--- src/rtl/peak_tracker.sv ---
// peak_tracker: streaming running-maximum tracker driving an external 16-bit magnitude comparator
module peak_tracker #(
    parameter int STREAK_LEN = 4
) (
    input  logic        clk,
    input  logic        n_rst,
    input  logic        sample_valid,
    input  logic [15:0] sample_data,
    input  logic        clear,
    input  logic        cmp_gt,
    input  logic        cmp_lt,
    input  logic        cmp_eq,
    output logic [15:0] cmp_a,
    output logic [15:0] cmp_b,
    output logic [15:0] peak,
    output logic        peak_valid,
    output logic        new_peak,
    output logic [7:0]  peak_count,
    output logic        peak_stable,
    output logic        cmp_error
);
    typedef enum logic [1:0] {EMPTY, TRACK, STABLE} state_t;

    localparam logic [3:0] STREAK_MAX = 4'(STREAK_LEN);

    state_t      state_q, state_d;
    logic [15:0] s_reg_q, s_reg_d;
    logic        s_pend_q, s_pend_d;
    logic [15:0] peak_q, peak_d;
    logic [7:0]  count_q, count_d;
    logic [3:0]  streak_q, streak_d;
    logic        new_peak_q, new_peak_d;
    logic        err_q, err_d;
    logic        one_hot;
    logic [3:0]  streak_inc;
    logic [7:0]  count_inc;

    assign one_hot    = (cmp_gt ^ cmp_lt ^ cmp_eq) & ~(cmp_gt & cmp_lt & cmp_eq);
    assign streak_inc = (streak_q < STREAK_MAX) ? streak_q + 4'd1 : streak_q;
    assign count_inc  = (count_q == 8'hFF) ? count_q : count_q + 8'd1;

    assign cmp_a       = s_reg_q;
    assign cmp_b       = peak_q;
    assign peak        = peak_q;
    assign peak_valid  = state_q != EMPTY;
    assign peak_stable = state_q == STABLE;
    assign new_peak    = new_peak_q;
    assign peak_count  = count_q;
    assign cmp_error   = err_q;

    // Next state: clear dominates, then the pending sample is judged against the stored peak
    always_comb begin
        state_d    = state_q;
        s_reg_d    = sample_valid ? sample_data : s_reg_q;
        s_pend_d   = sample_valid;
        peak_d     = peak_q;
        count_d    = count_q;
        streak_d   = streak_q;
        new_peak_d = 1'b0;
        err_d      = err_q;
        if (clear) begin
            state_d  = EMPTY;
            s_reg_d  = '0;
            s_pend_d = 1'b0;
            peak_d   = '0;
            count_d  = '0;
            streak_d = '0;
        end else if (s_pend_q) begin
            if (state_q == EMPTY) begin
                peak_d     = s_reg_q;
                new_peak_d = 1'b1;
                count_d    = 8'd1;
                streak_d   = '0;
                state_d    = TRACK;
            end else if (!one_hot) begin
                err_d = 1'b1;
            end else if (cmp_gt) begin
                peak_d     = s_reg_q;
                new_peak_d = 1'b1;
                count_d    = count_inc;
                streak_d   = '0;
                state_d    = TRACK;
            end else if (cmp_eq) begin
                streak_d = streak_inc;
                state_d  = (streak_inc >= STREAK_MAX) ? STABLE : state_q;
            end
        end
    end

    // State registers with asynchronous active-low reset
    always_ff @(posedge clk or negedge n_rst) begin
        if (!n_rst) begin
            state_q    <= EMPTY;
            s_reg_q    <= '0;
            s_pend_q   <= 1'b0;
            peak_q     <= '0;
            count_q    <= '0;
            streak_q   <= '0;
            new_peak_q <= 1'b0;
            err_q      <= 1'b0;
        end else begin
            state_q    <= state_d;
            s_reg_q    <= s_reg_d;
            s_pend_q   <= s_pend_d;
            peak_q     <= peak_d;
            count_q    <= count_d;
            streak_q   <= streak_d;
            new_peak_q <= new_peak_d;
            err_q      <= err_d;
        end
    end
endmodule

--- config.mk ---
export PLATFORM = sky130hd
export DESIGN_NAME = peak_tracker
export DESIGN_NICKNAME = d
export VERILOG_FILES = /design/src/rtl/peak_tracker.sv
export SDC_FILE = /design/constraint.sdc
export NUM_CORES = 1
export LEC_CHECK = 0
export CAP_MARGIN = 40
export CORE_MARGIN = 5
export CORE_UTILIZATION = 42
export CTS_BUF_LIST = sky130_fd_sc_hd__clkbuf_8
export CTS_CLUSTER_SIZE = 28
export DETAILED_ROUTE_END_ITERATION = 10
export PLACE_DENSITY = 0.88
export SLEW_MARGIN = 10
export SYNTH_ARGS = -nofsm -noshare
export SYNTH_HDL_FRONTEND = slang
export SYNTH_SLANG_ARGS = --single-unit
--- constraint.sdc ---
create_clock -name clk -period 1.5 [get_ports clk]
set_input_delay 0.15 -clock clk [delete_from_list [all_inputs] [get_ports clk]]
set_output_delay 0.15 -clock clk [all_outputs]
set_load 0.02 [all_outputs]
Yosys cells after proc, flatten, opt, wreduce, memory -nomap -nowiden
Cells that the tools add are included.

operators by class
  $add $sub $neg = 2
  order comparisons = 2
  equality and inequality tests = 3
  muxes and demuxes = 33
  bitwise operators = 9
  reductions and logical operators = 13

operator list
  kind                 count
  $mux 16              7
  $mux 8               6
  $mux 4               7
  $mux 2               7
  $reduce_and 4->1     3
  $add 8x1->8 const B  1
  $eq 8x8->1 const B   1
  $reduce_bool 4->1    2
  $mux 1               6
  $reduce_and 3->1     2
  $reduce_bool 2->1    3
  $reduce_bool 3->1    2
  $add 4x1->4 const B  1
  $ge 4x3->1 const B   1
  $lt 4x3->1 const B   1
  $not 1->1            4
  $and 1x1->1          3
  $ne 3x2->1 const B   1
  $eq 2x2->1 const B   1
  $logic_not 2->1      1
  $xor 1x1->1          2

storage, ports and cells
  flip-flop bits (word level) = 49
  output and inout bits = 60

Longest topological paths before layout
Gate-level depths: netlist of the first run.

  depth after elaboration = 10
  gate-level depth with buffers = 7
  mapped depth without buffers = 5

Worst setup path after synthesis of the first run
Ideal clock, no wire load.

  kind = reg-to-reg
  start = register count_q[0] (netlist: peak_count[0])
  end = register count_q[3] (netlist: peak_count[3])
  setup time = 78 ps
  arrival time = 1634 ps
  slack = -212 ps
  cell stages (with the launch flop) = 6
  path buffers = 0
  clock period less this slack = 1712 ps
  cell sequence = dfrtp_1 > ha_1 > nor2b_1 > a2111oi_4 > or4_1 > a21boi_1

between the ends
  longest elaborated chain between the ends = 7
  elaborated cells between the ends (all ways) = 10
  classes of those cells = add/sub: 1; eq/ne: 2; mux: 6; reduce/logical: 1

RTL lines
  item                    line  text
  from (decl)             30    logic [7:0] count_q, count_d;
  from (signal assigned)  106   count_q <= count_d;
  $add 8x1->8             40    assign count_inc = (count_q == 8'hFF) ? count_q : count_q + 8'd1;
  $mux 8                  40
  $mux 8                  77    end else if (cmp_gt) begin
  $mux 8                  75    end else if (!one_hot) begin
  $mux 8                  69    if (state_q == EMPTY) begin
  $mux 8                  68    end else if (s_pend_q) begin
  $mux 8                  61    if (clear) begin

Several ways; a longest one is shown, not always the timed one. The select of a mux whose other input is x is not followed.
A chain may end at the register's enable or synchronous reset.

Worst setup path in the final report of the first run
  start = register state_q[0]
  end = register peak_q[3] (netlist: cmp_b[3])

between the ends
  longest elaborated chain between the ends = 4
  elaborated cells between the ends (all ways) = 7
  classes of those cells = mux: 3; reduce/logical: 4

RTL lines
  item                    line  text
  from (decl)             26    state_t state_q, state_d;
  from (signal assigned)  102   state_q <= state_d;
  $logic_not 2->1 (*)     69
  $mux 16                 69
  $mux 16                 68
  $mux 16                 61
  to (signal assigned)    105   peak_q <= peak_d;
  to (decl)               29    logic [15:0] peak_q, peak_d;

Every way passes the cells marked *; elsewhere a longest branch is shown, timed or not. The select of a mux whose other input is x is not followed.

==> summary.md, run 1 <==
| Metric | Value |
|---|---|
| Final worst-path cycle share | `109%` |
| Met1 capacity usage during global routing | `about 24%` |
| Post-synthesis sequential area ratio | `between 50% and 60%` |
| Gpl congestion | `between 0.8 and 0.9` |
| Critical path peak fanout | `8` |
| Most common library cells after synthesis | `dfrtp_1 (49), nand2_1 (38), nor2_1 (25), a21oi_1 (24), mux2i_1 (18)` |
| Crit-path cells | `buf_6 -> buf_6 -> o21bai_4 -> buf_6 -> o311ai_4 -> buf_6 -> buf_16 -> nand2_1 -> a21oi_1` |
| CP startpoint kind | `flop` |
| R2r setup slk | `-0.14 ns` |
| Setup crit end kind | `flop` |
| Drt drc | `0` |
| CP delay by family, top | `buffers and inverters` |
| Cell mode on critical path | `buf_6` |
| Die area | `around 7300 um^2` |
| Filler cell count | `385` |
| Clock period minus worst slack | `1.64 ns` |
| Worst Path Required | `between 1.5 and 2 ns` |
| GRT met2 Usage | `approximately 34%` |
| Final nets | `approximately 370` |
| FP Rows | `27` |
| Delay of the slowest critical-path stage | `around 0.43 ns` |
| Slowest cell on crit path | `dfrtp_1` |
| Worst vdd ir | `~460 uV` |
| Syn Inst Count | `236` |
| Grt total ovfl | `0` |
| Area contributors post-synth | `dfrtp_1 (52%), mux2i_1 (7.6%), nand2_1 (6.0%)` |
| Synth Warn # | `0` |
| Layout Skew | `0.00846 ns` |
| PortBufs | `82` |
| Cell area after synthesis | `between 2000 and 2500 um^2` |
| Fmax | `around 0.61 GHz` |
| Reg clk slew, reported paths | `roughly 0.09 ns` |
| Tot GR Track Use | `19.6%` |
| Fin. Hold Viols | `0` |
| Drt wl/cell | `between 15 and 20 um` |
| Multi-input logic area | `between 1000 and 1500 um^2` |
| Tightest Hold Check Type | `input port to async pin` |
| Setup TNS Final | `-2.29 ns` |
| Max Slew Vio Count | `0` |
| Max cap viols | `0` |
| Initial Util | `around 43%` |
| WL final | `between 6000 and 7000 um` |
| Critical path class | `flop to flop` |
| Ports | `between 80 and 90` |
| RSZ-0062 raised after global routing | `true` |
| Overall via count from detail_route | `about 2200` |
| Initial DRC count | `between 200 and 250` |
| Global-route wire length before repair | `11400 um` |
| Cell taking the most area after synthesis | `dfrtp_1` |
| Register-to-Register Path Depth | `9` |
| Number of global-route vias before repair | `between 2000 and 2500` |
| Crit path DAT | `between 1.5 and 2 ns` |
| Antenna Nets Post-Route | `0` |
| Relative slew slack | `slightly above 60%` |
| Worst r2r src | `state_q[0]` |
| PnR Total Power | `between 3000 and 4000 uW` |
| Reg2reg end | `cmp_b[3]` |
| Layout cell share with drive strength beyond 1 | `between 30% and 40%` |
| Number of H-tree levels | `2` |
| Cell leakage power | `about 0.0022 uW` |
| CTS tree | `built` |
| Avg Inst Size Synth | `around 10 um^2` |
| CTS max path bufs | `2` |
| Failing checks | `negative setup slack` |
| Largest net degree at the start of global routing | `50` |
| Most common cell in the synthesized netlist | `dfrtp_1` |
| Yosys top cell area share | `a little over 50%` |
| Post-synth ARST share | `100%` |
| Core ar. | `roughly 5500 um^2` |
| Seq cells post-synth | `49` |
| Root Buffer Master | `clkbuf_8` |
| Clock Latency Late Sink | `~0.30 ns` |
| Outcome | `complete, but fails checks` |
| Worst Slack Setup Final | `-0.137 ns` |
| Die Y | `about 85 um` |
| Gr busiest metal | `met2` |
| Synthesis-to-layout area growth | `65.6%` |
| CP bufs+invs | `5` |
| # diodes | `0` |
| Post-DP HPWL | `4580 um` |
| Die X | `about 85 um` |
| Cts bufs inserted | `5` |
| Met3 Use GR | `3.30%` |
| Initial antenna violation count | `0` |
| PD cells | `780 nW/um^2` |
| Vias per Instance | `between 5 and 6` |
| Worst Max-Slew Pin Slew | `approximately 0.57 ns` |
| Synth Flop Type | `dfrtp_1` |
| DRT Pass-1 Iters | `4` |
| Sink Count | `49` |
| Distinct cell type count after synthesis | `40` |
| # setup viols final | `29` |
| Seq. cell area | `approximately 1200 um^2` |
| EDFF count, synth | `0` |
| Net count after synthesis | `about 260` |
kinds of logic after synthesis:
family                     share of synthesized area, %
adders and majority gates                          1.58
muxes                                              7.58
DFF                                                51.6
and+or+nand+nor                                    16.5
buffers and inverters                              7.84
AOI/OAI and AO/OA                                  14.9
per-stage QoR:
step / hold slack (ns) / std cells / worst slack, ns / util (%) / instance area [um^2]
3_5_place_dp: 0.157 / 391 / -0.690 / 62.1 / 3420
6_report: 0.355 / 418 / -0.137 / 71.5 / 3940
4_1_cts: 0.381 / 416 / -0.0782 / 68.6 / 3780
5_1_grt: 0.378 / 418 / -0.231 / 71.5 / 3940
3_3_place_gp: 0.154 / 391 / -0.584 / 62.1 / 3420
2_1_floorplan: -0.146 / 236 / -0.00470 / - / 2450
flip-flops by register name, summed over array words and instances (netlist names):
signal      flops
s_pend_q        1
state_q         2
cmp_a          16
cmp_b          16
cmp_error       1
streak_q        4
new_peak        1
peak_count      8
worst reg2reg max path, stage by stage, from the launching register on:
cell      delay [ns]
dfrtp_1         0.43
buf_6           0.14
buf_6           0.11
o21bai_4        0.17
buf_6           0.13
o311ai_4        0.11
buf_6           0.16
buf_16          0.14
nand2_1         0.06
a21oi_1         0.06
cells in the final DEF, fill, tap and decap left out, drive strengths merged, types with 2 or more instances in the layout:
cell	count
dlymetal6s2s	28
nand2	38
a21boi	2
nand4	3
dfrtp	49
nand2b	2
ha	3
or4	2
clkdlybuf4s50	38
nor4	2
nand3	2
dlygate4sd2	11
o311a	2
nor2b	3
o31ai	5
inv	4
mux2i	18
o21ai	6
clkdlybuf4s15	2
clkbuf	7
a21oi	24
a41oi	2
o21bai	2
buf	47
nor2	25
routing by layer:
layer	up-vias	routed length [um]	part of all wire [%]
met5	-	0	0
met4	0	75	1.1
met3	8	303	4.3
met2	57	3740	54
met1	1068	2850	41
li1	1024	-	-
worst max path at each step:
stage | slack (ns) | cells after the start | startpoint | end
2_1_floorplan | -0.005 | 5 | cmp_gt | peak_count[3]
3_3_place_gp | -0.58 | 7 | cmp_gt | peak_count[0]
3_5_place_dp | -0.69 | 7 | cmp_gt | peak_count[6]
4_1_cts | -0.08 | 6 | state_q[0] | peak_count[7]
5_1_grt | -0.23 | 6 | state_q[0] | peak_count[7]
6_report | -0.14 | 9 | state_q[0] | cmp_b[3]
power by group:
part / leakage [uW] / internal [uW] / switching (uW) / total [uW]
Combinational: 0.00146 / 335 / 335 / 670
Clock: 0.0000574 / 542 / 443 / 985
Sequential: 0.000653 / 1370 / 44.3 / 1410
Total: 0.00217 / 2250 / 822 / 3070
layout make-up:
cell class | count | share of cell area (%)
inverters | 4 | 0.381
flip-flops and latches | 49 | 31.4
multi-input cells | 157 | 29.6
well taps | 72 | 2.29
repair buffers | 128 | 33.3
clock inverters | 2 | 0.954
clock buffers | 6 | 2.10
repair_timing:
| action | CTS | global route |
|---|---|---|
| gates cloned | 2 | 1 |
| hold buffers | 1 | 0 |
| endpoints found under the hold margin | 49 | 0 |
| setup endpoints to repair | 41 | 59 |
| resized for setup | 46 | 56 |
| pin swaps | 15 | 10 |
| setup buffers | 14 | 2 |
Power figures use the tool's default switching activity.
==> run 2, diff against run 1 <==
--- a/config.mk
+++ b/config.mk
@@ -5,7 +5,6 @@
 export SDC_FILE = /design/constraint.sdc
 export NUM_CORES = 1
 export LEC_CHECK = 0
-export CAP_MARGIN = 40
 export CORE_MARGIN = 5
 export CORE_UTILIZATION = 42
 export CTS_BUF_LIST = sky130_fd_sc_hd__clkbuf_8
==> results of run 2 <==
The final DEF is identical to that of run 1; final timing and power are the same.
